## config.mk

```make
export PLATFORM = sky130hd
export DESIGN_NAME = block_store
export DESIGN_NICKNAME = d
export VERILOG_FILES = /design/src/rtl/neuro_pkg.sv /design/src/rtl/block_addr_gen.sv /design/src/rtl/block_store.sv
export SDC_FILE = /design/constraint.sdc
export NUM_CORES = 1
export LEC_CHECK = 0
export CAP_MARGIN = 30
export CORE_MARGIN = 2
export CORE_UTILIZATION = 45
export CTS_BUF_LIST = sky130_fd_sc_hd__clkbuf_16
export DETAILED_ROUTE_END_ITERATION = 8
export GPL_ROUTABILITY_DRIVEN = 0
export HOLD_SLACK_MARGIN = 0.15
export PLACE_DENSITY = 0.66
export SLEW_MARGIN = 40
export SYNTH_ARGS = -nofsm -noshare
export SYNTH_HDL_FRONTEND = slang
export SYNTH_SLANG_ARGS = --single-unit
```

## constraint.sdc

```tcl
create_clock -name clk -period 14.5 [get_ports clk]
set_input_delay 2.9 -clock clk [delete_from_list [all_inputs] [get_ports clk]]
set_output_delay 2.9 -clock clk [all_outputs]
set_load 0.02 [all_outputs]
```

## src/rtl/neuro_pkg.sv

```systemverilog
// neuro_pkg: shared defaults, tile-store state encoding and tile index helper
package neuro_pkg;
  localparam int DEF_DATA_W = 16;
  localparam int DEF_J = 2;
  localparam int DEF_K = 2;
  localparam int DEF_ADDR_W = 10;
  typedef enum logic [1:0] {IDLE, ISSUE, MERGE, DONE} state_e;
  function automatic int tile_idx(input int r, input int c, input int k);
    return r * k + c;
  endfunction
endpackage

```

## src/rtl/block_addr_gen.sv

```systemverilog
// block_addr_gen: maps a row-major tile element index to a matrix address and bounds flag
module block_addr_gen
  import neuro_pkg::*;
#(
  parameter int ADDR_W = DEF_ADDR_W,
  parameter int K = DEF_K,
  parameter int EW = 2
) (
  input  logic [ADDR_W-1:0] start_row_i,
  input  logic [ADDR_W-1:0] start_col_i,
  input  logic [EW-1:0]     elem_i,
  input  logic [ADDR_W-1:0] mat_cols_i,
  input  logic [ADDR_W-1:0] mat_rows_i,
  output logic [ADDR_W-1:0] addr_o,
  output logic              in_bounds_o
);
  logic [ADDR_W:0] row, col;
  logic [2*ADDR_W-1:0] prod;
  assign row = (ADDR_W+1)'(start_row_i) + (ADDR_W+1)'(32'(elem_i) / K);
  assign col = (ADDR_W+1)'(start_col_i) + (ADDR_W+1)'(32'(elem_i) % K);
  assign prod = (2*ADDR_W)'(row[ADDR_W-1:0]) * (2*ADDR_W)'(mat_cols_i);
  assign addr_o = ADDR_W'(prod) + col[ADDR_W-1:0];
  assign in_bounds_o = (row < (ADDR_W+1)'(mat_rows_i)) && (col < (ADDR_W+1)'(mat_cols_i));
endmodule

```

## src/rtl/block_store.sv

```systemverilog
// block_store: writes or accumulates a J x K tile into a row-major matrix memory
module block_store
  import neuro_pkg::*;
#(
  parameter int DATA_W = DEF_DATA_W,
  parameter int J = DEF_J,
  parameter int K = DEF_K,
  parameter int ADDR_W = DEF_ADDR_W
) (
  input  logic                  clk,
  input  logic                  rst,
  input  logic                  start,
  input  logic [ADDR_W-1:0]     start_row,
  input  logic [ADDR_W-1:0]     start_col,
  input  logic [ADDR_W-1:0]     mat_rows,
  input  logic [ADDR_W-1:0]     mat_cols,
  input  logic                  accumulate,
  input  logic [J*K*DATA_W-1:0] tile,
  output logic                  rd_en,
  output logic [ADDR_W-1:0]     rd_addr,
  input  logic [DATA_W-1:0]     rd_data,
  output logic                  wr_en,
  output logic [ADDR_W-1:0]     wr_addr,
  output logic [DATA_W-1:0]     wr_data,
  output logic                  busy,
  output logic                  done
);
  localparam int N = J * K;
  localparam int EW = N > 1 ? $clog2(N) : 1;
  state_e state_q, state_d;
  logic start_q;
  logic [EW-1:0] elem_q, elem_d;
  logic [ADDR_W-1:0] row_q, row_d, col_q, col_d, rows_q, rows_d, cols_q, cols_d;
  logic acc_q, acc_d;
  logic [N*DATA_W-1:0] tile_q, tile_d;
  logic rd_en_q, rd_en_d, wr_en_q, wr_en_d, merge_q, merge_d, busy_q, busy_d, done_q, done_d;
  logic [ADDR_W-1:0] rd_addr_q, rd_addr_d, wr_addr_q, wr_addr_d, addr;
  logic [DATA_W-1:0] wdat_q, wdat_d, cur;
  logic in_bounds, last;

  block_addr_gen #(.ADDR_W(ADDR_W), .K(K), .EW(EW)) u_addr (
    .start_row_i(row_q),
    .start_col_i(col_q),
    .elem_i(elem_q),
    .mat_cols_i(cols_q),
    .mat_rows_i(rows_q),
    .addr_o(addr),
    .in_bounds_o(in_bounds)
  );

  assign cur = tile_q[elem_q*DATA_W +: DATA_W];
  assign last = elem_q == EW'(N - 1);
  assign rd_en = rd_en_q;
  assign rd_addr = rd_addr_q;
  assign wr_en = wr_en_q;
  assign wr_addr = wr_addr_q;
  assign wr_data = merge_q ? rd_data + wdat_q : wdat_q;
  assign busy = busy_q;
  assign done = done_q;

  // next state: capture in IDLE, issue a write or read per element, merge read data, pulse done
  always_comb begin
    state_d = state_q;
    elem_d = elem_q;
    row_d = row_q;
    col_d = col_q;
    rows_d = rows_q;
    cols_d = cols_q;
    acc_d = acc_q;
    tile_d = tile_q;
    rd_en_d = 1'b0;
    rd_addr_d = rd_addr_q;
    wr_en_d = 1'b0;
    wr_addr_d = wr_addr_q;
    wdat_d = wdat_q;
    merge_d = 1'b0;
    done_d = 1'b0;
    busy_d = state_q == ISSUE || state_q == MERGE;
    case (state_q)
      IDLE: if (start && !start_q) begin
        row_d = start_row;
        col_d = start_col;
        rows_d = mat_rows;
        cols_d = mat_cols;
        acc_d = accumulate;
        tile_d = tile;
        elem_d = '0;
        state_d = ISSUE;
      end
      ISSUE: if (in_bounds && acc_q) begin
        rd_en_d = 1'b1;
        rd_addr_d = addr;
        state_d = MERGE;
      end else begin
        wr_en_d = in_bounds;
        wr_addr_d = in_bounds ? addr : wr_addr_q;
        wdat_d = in_bounds ? cur : wdat_q;
        elem_d = elem_q + EW'(1);
        state_d = last ? DONE : ISSUE;
      end
      MERGE: begin
        wr_en_d = 1'b1;
        wr_addr_d = rd_addr_q;
        wdat_d = cur;
        merge_d = 1'b1;
        elem_d = elem_q + EW'(1);
        state_d = last ? DONE : ISSUE;
      end
      default: begin
        done_d = 1'b1;
        state_d = IDLE;
      end
    endcase
  end

  // state and registered outputs; reset aborts any operation at once
  always_ff @(posedge clk or posedge rst) begin
    if (rst) begin
      state_q <= IDLE;
      start_q <= 1'b0;
      elem_q <= '0;
      row_q <= '0;
      col_q <= '0;
      rows_q <= '0;
      cols_q <= '0;
      acc_q <= 1'b0;
      tile_q <= '0;
      rd_en_q <= 1'b0;
      rd_addr_q <= '0;
      wr_en_q <= 1'b0;
      wr_addr_q <= '0;
      wdat_q <= '0;
      merge_q <= 1'b0;
      busy_q <= 1'b0;
      done_q <= 1'b0;
    end else begin
      state_q <= state_d;
      start_q <= start;
      elem_q <= elem_d;
      row_q <= row_d;
      col_q <= col_d;
      rows_q <= rows_d;
      cols_q <= cols_d;
      acc_q <= acc_d;
      tile_q <= tile_d;
      rd_en_q <= rd_en_d;
      rd_addr_q <= rd_addr_d;
      wr_en_q <= wr_en_d;
      wr_addr_q <= wr_addr_d;
      wdat_q <= wdat_d;
      merge_q <= merge_d;
      busy_q <= busy_d;
      done_q <= done_d;
    end
  end
endmodule
```

==> results of run 1 <==
-- through the flow --
step / utilization (%) / setup WS [ns] / hold WS, ns
2_1_floorplan: - / 6.45 / 0.471
3_3_place_gp: 54.8 / 5.29 / 0.461
3_5_place_dp: 55.0 / 5.26 / 0.471
4_1_cts: 57.9 / 5.24 / 0.486
5_1_grt: 57.9 / 4.93 / 0.518
6_report: 57.9 / 5.21 / 0.478
-- sequential cells by signal (all words and copies together) (netlist names) --
name,cells
busy,1
col_q,10
state_q,2
wdat_q,16
acc_q,1
cols_q,10
rd_addr,10
elem_q,2
wr_en,1
start_q,1
rd_en,1
wr_addr,10
done,1
merge_q,1
tile_q,64
row_q,10
rows_q,10
-- worst register-to-register path: stages (launching register included) --
cell and delay [ns]:
dfrtp_2 0.71, ha_1 0.32, ha_1 0.40, and2_2 0.24, nand2_1 0.07, xnor2_1 0.66
nand2_1 0.15, fa_1 0.52, inv_1 0.05, ha_1 0.26, inv_1 0.05, fa_1 0.53
inv_1 0.05, fa_1 0.52, inv_1 0.05, fa_1 0.44, xnor2_1 0.20, xnor2_1 0.16
xnor2_1 0.18, xnor3_1 0.44, xor3_1 0.26, xor2_1 0.21, mux2i_1 0.18, o21ai_1 0.08
-- synth_stat cells, types with 3 or more instances --
cell type,n
dfrtp_1,151
mux2_2,136
inv_1,98
ha_1,70
nand2_1,63
fa_1,31
o21ai_0,29
xnor2_1,25
a21oi_1,23
clkbuf_1,22
and2_1,21
mux4_2,16
nor2_1,15
xor2_1,13
nor3_1,9
mux2i_1,8
nand3_1,8
a21o_1,6
buf_1,6
nand4_1,6
nor2b_1,6
nand2b_1,4
o21a_1,4
or3_1,4
a211oi_1,3
and2_2,3
nand3_2,3
o21ai_1,3
o31ai_1,3
xnor2_2,3
xnor3_1,3
-- kinds of logic after synthesis --
kind of cell / after synthesis
mux: 160
simple gates: 155
buf+inv: 130
compound gates: 93
xor+xnor: 47
fa+ha+maj: 101
flops: 151
-- final cells by class --
type                            count  area [um2]
Sequential cell                   151        3780
Tap cell                          275         344
Timing Repair Buffer              168        1700
Clock buffer                       17         425
Antenna cell                        1        2.50
Fill cell                        1816        8840
Clock inverter                     15         184
Multi-Input combinational cell    556        5370
Inverter                           99         377
-- final timing paths --
check	endpoint	slack (ns)	cells past startpoint
setup / recovery	wr_data[15]	5.21	12
hold / removal	wr_addr[3]	0.48	2
setup reg to reg	wr_addr[9]	7.62	23
hold reg to reg	wr_addr[3]	0.48	2
max in group asynchronous	merge_q	10.40	3
min in group asynchronous	rows_q[7]	2.95	2
-- layout by cell type, fill, tap and decap left out, types with 3 or more instances in the layout --
| master | instances |
|---|---|
| clkbuf_16 | 17 |
| o31ai_1 | 3 |
| o21ai_1 | 3 |
| ha_1 | 69 |
| mux4_2 | 16 |
| xnor2_2 | 3 |
| a21o_1 | 6 |
| xnor3_1 | 3 |
| nand3_1 | 7 |
| inv_6 | 6 |
| a21oi_1 | 23 |
| xnor2_1 | 25 |
| dfrtp_1 | 149 |
| nand2_1 | 63 |
| mux2_2 | 136 |
| fa_1 | 31 |
| and2_1 | 21 |
| xor2_1 | 13 |
| or3_1 | 4 |
| clkdlybuf4s50_1 | 163 |
| nor2_1 | 15 |
| nor2b_1 | 6 |
| a211oi_1 | 3 |
| nand2b_1 | 4 |
| nor3_1 | 9 |
| inv_1 | 97 |
| nand4_1 | 6 |
| mux2i_1 | 8 |
| o21a_1 | 4 |
| o21ai_0 | 29 |
| and2_2 | 3 |
| nand3_2 | 3 |
-- routing by layer --
layer  wire length (um)  track usage [%]  share of wire (%)  vias to the layer above
li1                   -                -                  -                     3174
met1               9920             26.7                 46                     3271
met2              10400             32.3                 48                      149
met3                814             3.42                3.8                       29
met4                490             6.84                2.3                        0
met5                  0                0                  0                        -
==> results.tsv, run 1 <==
metric	value	unit
track_usage	19.8	%
grt_max_degree	85	
critPathLaunchType	input pin	
placed_cell_area	0.0116	mm2
grt_overflow	0	
postCtsSetupBuffers	0	
syn_avg_cell_area	11.5	um2
cts_max_level	4	
synth_top_family_by_area	multiplexers	
cts_buffers	17	
num_rows	53	
worst_pin_slew	0.824	ns
synthAdderAreaFrac	15.6	%
maxCapViolCount	0	
synthesis.area	0.00962	mm2
grt_pass1_wl	34500	um
die-area	0.0226	mm2
dieWidth	150	um
num_vias	6623	
antenna_left	0	
rsz0062_at_grt	no	
synth_area_leaders	dfrtp_1, mux2_2, ha_1	
drtPass1Iterations	4	
drc	0	
clock_path_buffers	2	
end_kind	primary output	
antenna_found_initial	1	
final_area	0.0122	mm2
fmax	108	MHz
path_buf_inv	2	
synth_largest_area_cell	dfrtp_1	
ys.flop_type	dfrtp_1	
critPathLaunch	rd_data[1]	
hpwlAfterDp	16300	um
critPathArrivalTime	6.39	ns
final_cells	1282	
synth-edff-count	0	
io_buffers	163	
netlist_instances	837	
period_minus_slack	9.29	ns
drt_iter0_drc	283	
synth_seq_cells	151	
crit_family	compound AO/OA/AOI/OAI gates	
num-nets-final	1218	
tns	0	ns
num_io_pins	164	
slew_headroom	44.7	%
timing.final.crit_share	64.1	%
start_util	45.8	%
cpPeakStageDelay	0.61	ns
reg2reg_from	elem_q[1]	
async_reset_ff_share	100	%
yosys.area_share.xor_xnor	5.37	%
setup_viol	0	
crit_required	11.60	ns
post_cts_resized	0	
finClkSkew	0.00840	ns
chipHeight	150	um
area_growth	26.6	%
crit_path_max_fanout	3	
wl_per_cell	16.9	um
seq_area_frac_synth	39.3	%
path_clk_slew	0.06	ns
outcome	completed	
crit_type	in -> out	
synth_cell_types	64	
hp-class	reg -> reg	
grt_pass1_vias	6659	
worstHoldStart	wr_addr[3]	
clk-insertion-delay-late	0.43	ns
core_area	0.0210	mm2
ys_warn_count	0	
hold_buffers	0	
syn_nets	1062	
cpMaxStageDelayCell	clkdlybuf4s50_1	
yosys.area_share.simple	8.18	%
synthMuxAreaShare	20.5	%
dp_cells	1249	
cts_root_buf	clkbuf_16	
cts_tree	done	
hold_violations	0	
maxSlewViolCount	0	
synth_compound_area_share	5.98	%
via_per_inst	5.17	
drive_gt1_share	21.3	%
cts_sinks	151	
path_cells	clkdlybuf4s50_1, ha_1, a211oi_1, o21ai_1, o311a_1, o21ai_1, a2111oi_0, o21a_1, nor4b_1, o31ai_1, xnor2_1, clkdlybuf4s50_1	
synth_top_area_share	39.3	%
wirelength	21600	um
Power of run 1 is left out: the tool's default activity adds up to more than one toggle a clock period on the data nets, which glitch-free logic cannot reach.
==> inputs of run 2 (changes only) <==
- clock period: 14.5 -> 9.15 ns (I/O delays scaled with it)
==> run 2 against run 1 <==
Effect of this change: worst hold slack improved by 0.0018 ns; critical path depth unchanged; clock skew increased by 0.00073 ns; design area about the same; via count decreased by 0.27%; wire length increased by 0.26%; register-to-register slack got worse by 5.1 ns; flip-flop and latch count unchanged; sequential share of layout area about the same; core utilization about the same; setup slack got worse by 3.1 ns; critical endpoint unchanged; clock-buffer cell count unchanged.
==> results.tsv, run 2 (synthesized netlist as in run 1, its figures left out) <==
metric	value	unit	change
clock_path_buffers	2		unchanged
antenna_found_initial	0		was 1
path_clk_slew	0.06	ns	about the same
gr-usage-met1	27.7	%	was 26.7%
setup_viol	0		unchanged
crit_cells	12		unchanged
drtPass1Iterations	5		was 4
final_cell_mix	clkdlybuf4s50_1, dfrtp_1, mux2_2		unchanged
layout_commonest_cell	clkdlybuf4s50_1		unchanged
num_vias	6605		was 6623
tns	0	ns	unchanged
clk-insertion-delay-late	0.42	ns	was 0.43 ns
antenna_cells	0		was 1
num_rows	53		unchanged
crit_type	in -> out		unchanged
area_growth	26.5	%	was 26.6%
start_util	45.8	%	unchanged
via_per_inst	5.15		was 5.17
crit_family	compound AO/OA/AOI/OAI gates		unchanged
end_kind	primary output		unchanged
drc	0		unchanged
fmax	142	MHz	
antenna_left	0		unchanged
top_regs	tile_q (64), wdat_q (16)		unchanged
io_buffers	163		unchanged
chipHeight	150	um	unchanged
die-area	0.0226	mm2	unchanged
cts_tree	done		unchanged
hp-class	reg -> reg		unchanged
use_met2	31.3	%	was 32.3%
reg2reg_from	elem_q[1]		unchanged
drive_gt1_share	21.3	%	about the same
cts_buffers	17		unchanged
cts_root_buf	clkbuf_16		unchanged
cts_sinks	151		unchanged
num-nets-final	1219		was 1218
finClkSkew	0.00913	ns	was 0.00840 ns
path_buf_inv	2		unchanged
endpoint	wr_data[15]		unchanged
hold_violations	0		unchanged
holdWs	0.480	ns	was 0.478 ns
crit_path_max_fanout	3		unchanged
grt_max_degree	82		was 85
cpMaxStageDelayCell	clkdlybuf4s50_1		unchanged
maxSlewViolCount	0		unchanged
cts_max_level	4		unchanged
critPathLaunchType	input pin		unchanged
outcome	completed		unchanged
grt_pass1_wl	34300	um	was 34500 um
hold_buffers	0		unchanged
maxCapViolCount	0		unchanged
period_minus_slack	7.07	ns	
grt_overflow	0		unchanged
drt_iter0_drc	265		was 283
critPathArrivalTime	5.24	ns	was 6.39 ns
post_cts_resized	0		unchanged
rsz0062_at_grt	no		unchanged
dieWidth	150	um	unchanged
hpwlAfterDp	16400	um	was 16300 um
crit_required	7.32	ns	was 11.60 ns
grt_util_met3	4.03	%	was 3.42%
grt_most_used_layer	met2		unchanged
track_usage	19.8	%	about the same
reg2reg_depth	22		was 23
grt_pass1_vias	6619		was 6659
cpPeakStageDelay	0.61	ns	about the same
postCtsSetupBuffers	0		unchanged
rrSetupSlack	2.53	ns	was 7.62 ns
worst_pin_slew	0.741	ns	was 0.824 ns
path_cells	clkdlybuf4s50_1, ha_1, a211oi_1, o21ai_1, o311a_1, o21ai_1, a2111oi_0, o21a_1, and3b_1, o31ai_1, xnor2_1, clkdlybuf4s50_1		was clkdlybuf4s50_1, ha_1, a211oi_1, o21ai_1, o311a_1, o21ai_1, a2111oi_0, o21a_1, nor4b_1, o31ai_1, xnor2_1, clkdlybuf4s50_1
r2r_end	rd_addr[9]		was wr_addr[9]
regMostFlops	tile_q		unchanged
worstHoldStart	wr_addr[3]		unchanged
core_area	0.0210	mm2	unchanged
slew_headroom	50.6	%	was 44.7%
critPathLaunch	rd_data[1]		unchanged
wirelength	21700	um	was 21600 um
wl_per_cell	16.9	um	about the same
largest_reg_flops	64		unchanged
num_io_pins	164		unchanged
timing.final.crit_share	77.2	%	
num-fill-cells	1796		was 1816
==> run 2: worst min-delay path: cells and delay by family, from the launching register on <==
| family | cells | cell delay, ns |
|---|---|---|
| flip-flops | 1 | 0.34 |
| AO/OA/AOI/OAI | 1 | 0.06 |
| AND/OR/NAND/NOR | 1 | 0.05 |
==> run 2: routing by layer <==
| metal | share of wire, % | up-vias |
|---|---|---|
| li1 | - | 3179 |
| met1 | 47 | 3221 |
| met2 | 46 | 178 |
| met3 | 5.1 | 27 |
| met4 | 1.9 | 0 |
| met5 | 0 | - |
==> run 2: final cells by class <==
type	instances	area, um2	area share, %
clock buffer	17	425	3.49
clock inverter	15	176	1.45
inverter	99	377	3.09
multi-input combinational	556	5370	44.1
sequential	151	3780	31.1
tap	275	344	2.83
timing repair buffer	169	1700	14.0
==> run 2: worst min path at each step <==
| stage | endpoint | slack [ns] | cells after the start |
|---|---|---|---|
| 6_report | wr_addr[3] | 0.48 | 2 |
| 5_1_grt | wr_addr[3] | 0.51 | 2 |
| 4_1_cts | wr_addr[4] | 0.49 | 2 |
| 3_5_place_dp | wr_addr[1] | 0.47 | 2 |
| 3_3_place_gp | wr_addr[1] | 0.46 | 2 |
| 2_1_floorplan | rows_q[0] | 0.47 | 1 |
==> run 2: per-stage QoR <==
step	instance area, um2	setup slack, ns	util [%]	cells
3_5_place_dp	11600	2.06	55.0	1250
2_1_floorplan	9620	3.24	-	837
6_report	12200	2.08	57.9	1282
4_1_cts	12200	2.06	57.9	1282
3_3_place_gp	11500	2.09	54.8	1248
5_1_grt	12200	1.77	57.9	1282
Power of run 2 is left out for the same reason.
==> inputs of run 3 (changes only) <==
- clock period: 9.15 -> 7 ns (I/O delays scaled with it)
==> run 3 against run 2 <==
Effect of this change: global-route usage is essentially flat; worst hold slack lost 0.00052 ns; clock skew is essentially flat; sequential share of layout area shrank 0.12 points; cell count grew 0.23%; design area grew 0.35%.
==> results.tsv, run 3 (synthesized netlist as in run 1, its figures left out) <==
metric	value	unit	change
clk-insertion-delay-late	0.43	ns	was 0.42 ns
num_io_pins	164		unchanged
finClkSkew	0.00932	ns	was 0.00913 ns
path_clk_slew	0.06	ns	about the same
holdWs	0.480	ns	about the same
num-fill-cells	1751		was 1796
grt_pass1_vias	6778		was 6619
crit_path_max_fanout	3		unchanged
antenna_left	0		unchanged
slew_headroom	54.7	%	was 50.6%
rrSetupSlack	0.83	ns	was 2.53 ns
crit_required	5.60	ns	was 7.32 ns
m1WireLength	9950	um	was 10200 um
clock_path_buffers	2		unchanged
via_per_inst	5.15		about the same
wl_per_cell	16.7	um	was 16.9 um
antenna_cells	0		unchanged
die-area	0.0226	mm2	unchanged
cts_sinks	151		unchanged
largest_reg_flops	64		unchanged
tns	0	ns	unchanged
drc	0		unchanged
start_util	45.8	%	unchanged
postLayoutCoreUtil	58.1	%	was 57.9%
hold_buffers	0		unchanged
wl_met2	10000	um	about the same
cts_max_level	4		unchanged
outcome	completed		unchanged
rsz0062_at_grt	no		unchanged
antenna_found_initial	0		unchanged
io_buffers	163		unchanged
grt_overflow	0		unchanged
grt_max_degree	101		was 82
highest_layer	met4		unchanged
layout_commonest_cell	clkdlybuf4s50_1		unchanged
drtPass1Iterations	4		was 5
num_vias	6617		was 6605
drt_iter0_drc	264		was 265
period_minus_slack	6.23	ns	
grt_pass1_wl	34600	um	was 34300 um
critPathArrivalTime	4.83	ns	was 5.24 ns
post_cts_resized	0		unchanged
worst_pin_slew	0.680	ns	was 0.741 ns
regMostFlops	tile_q		unchanged
area_growth	26.9	%	was 26.5%
core_area	0.0210	mm2	unchanged
maxCapViolCount	0		unchanged
drive_gt1_share	21.6	%	was 21.3%
cts_root_buf	clkbuf_16		unchanged
wirelength	21500	um	was 21700 um
regArea	0.00378	mm2	about the same
multi_input_comb_area	0.00537	mm2	unchanged
fmax	161	MHz	
maxSlewViolCount	0		unchanged
cts_buffers	17		unchanged
num-nets-final	1222		was 1219
chipHeight	150	um	unchanged
postCtsSetupBuffers	0		unchanged
dieWidth	150	um	unchanged
num_rows	53		unchanged
end_kind	primary output		unchanged
top_regs	tile_q (64), wdat_q (16)		unchanged
track_usage	19.8	%	about the same
hold_violations	0		unchanged
timing.final.crit_share	88.9	%	
hpwlAfterDp	16500	um	was 16400 um
crit_type	in -> out		unchanged
critPathLaunchType	input pin		unchanged
hp-class	reg -> reg		unchanged
final_cell_mix	clkdlybuf4s50_1, dfrtp_1, mux2_2		unchanged
cts_tree	done		unchanged
wl_met3	1040	um	was 1100 um
setup_viol	0		unchanged
==> run 3: cell types whose count changed in the layout (fill, tap and decap cells not counted), moves of 2 or more <==
cell,previous run,this run
buf_6,2,0
inv_8,0,4
buf_12,0,2
buf_4,2,5
==> run 3: worst max-delay path: stages <==
cell and delay (ns):
clkdlybuf4s50_1 0.46, ha_1 0.18, inv_1 0.06, fa_1 0.39
nor2b_1 0.12, o21ai_0 0.12, a21oi_1 0.25, nor3_1 0.13
o311ai_0 0.49, a31o_2 0.22, a21oi_1 0.07, xnor2_1 0.13
mux2_2 0.26, clkdlybuf4s50_1 0.53
==> run 3: final cells by class <==
| type | count | area share, % |
|---|---|---|
| repair buffers | 172 | 14.2 |
| multi-input cells | 556 | 44.0 |
| flip-flops and latches | 151 | 30.9 |
| well taps | 275 | 2.82 |
| clock inverters | 15 | 1.45 |
| clock buffers | 17 | 3.48 |
| inverters | 99 | 3.10 |
==> run 3: final timing paths <==
kind	from	endpoint	cells after the start
setup / recovery	rd_data[0]	wr_data[14]	14
hold / removal	wr_addr[4]	wr_addr[4]	2
setup reg to reg	elem_q[1]	rd_addr[9]	22
hold reg to reg	wr_addr[4]	wr_addr[4]	2
max in group asynchronous	rst	merge_q	3
min in group asynchronous	rst	tile_q[5]	2
==> run 3: per-stage QoR <==
step | worst slack [ns] | instance area (um2) | std cells
5_1_grt | 0.470 | 12200 | 1285
4_1_cts | 0.742 | 12200 | 1285
6_report | 0.775 | 12200 | 1285
2_1_floorplan | 1.29 | 9620 | 837
3_3_place_gp | 0.795 | 11500 | 1249
3_5_place_dp | 0.759 | 11600 | 1253
==> run 3: metal layers <==
metal / vias up / track usage, %
met5: - / 0
met4: 0 / 6.60
met3: 30 / 3.79
met2: 158 / 31.7
met1: 3241 / 27.3
li1: 3188 / -
Power of run 3 is left out for the same reason.
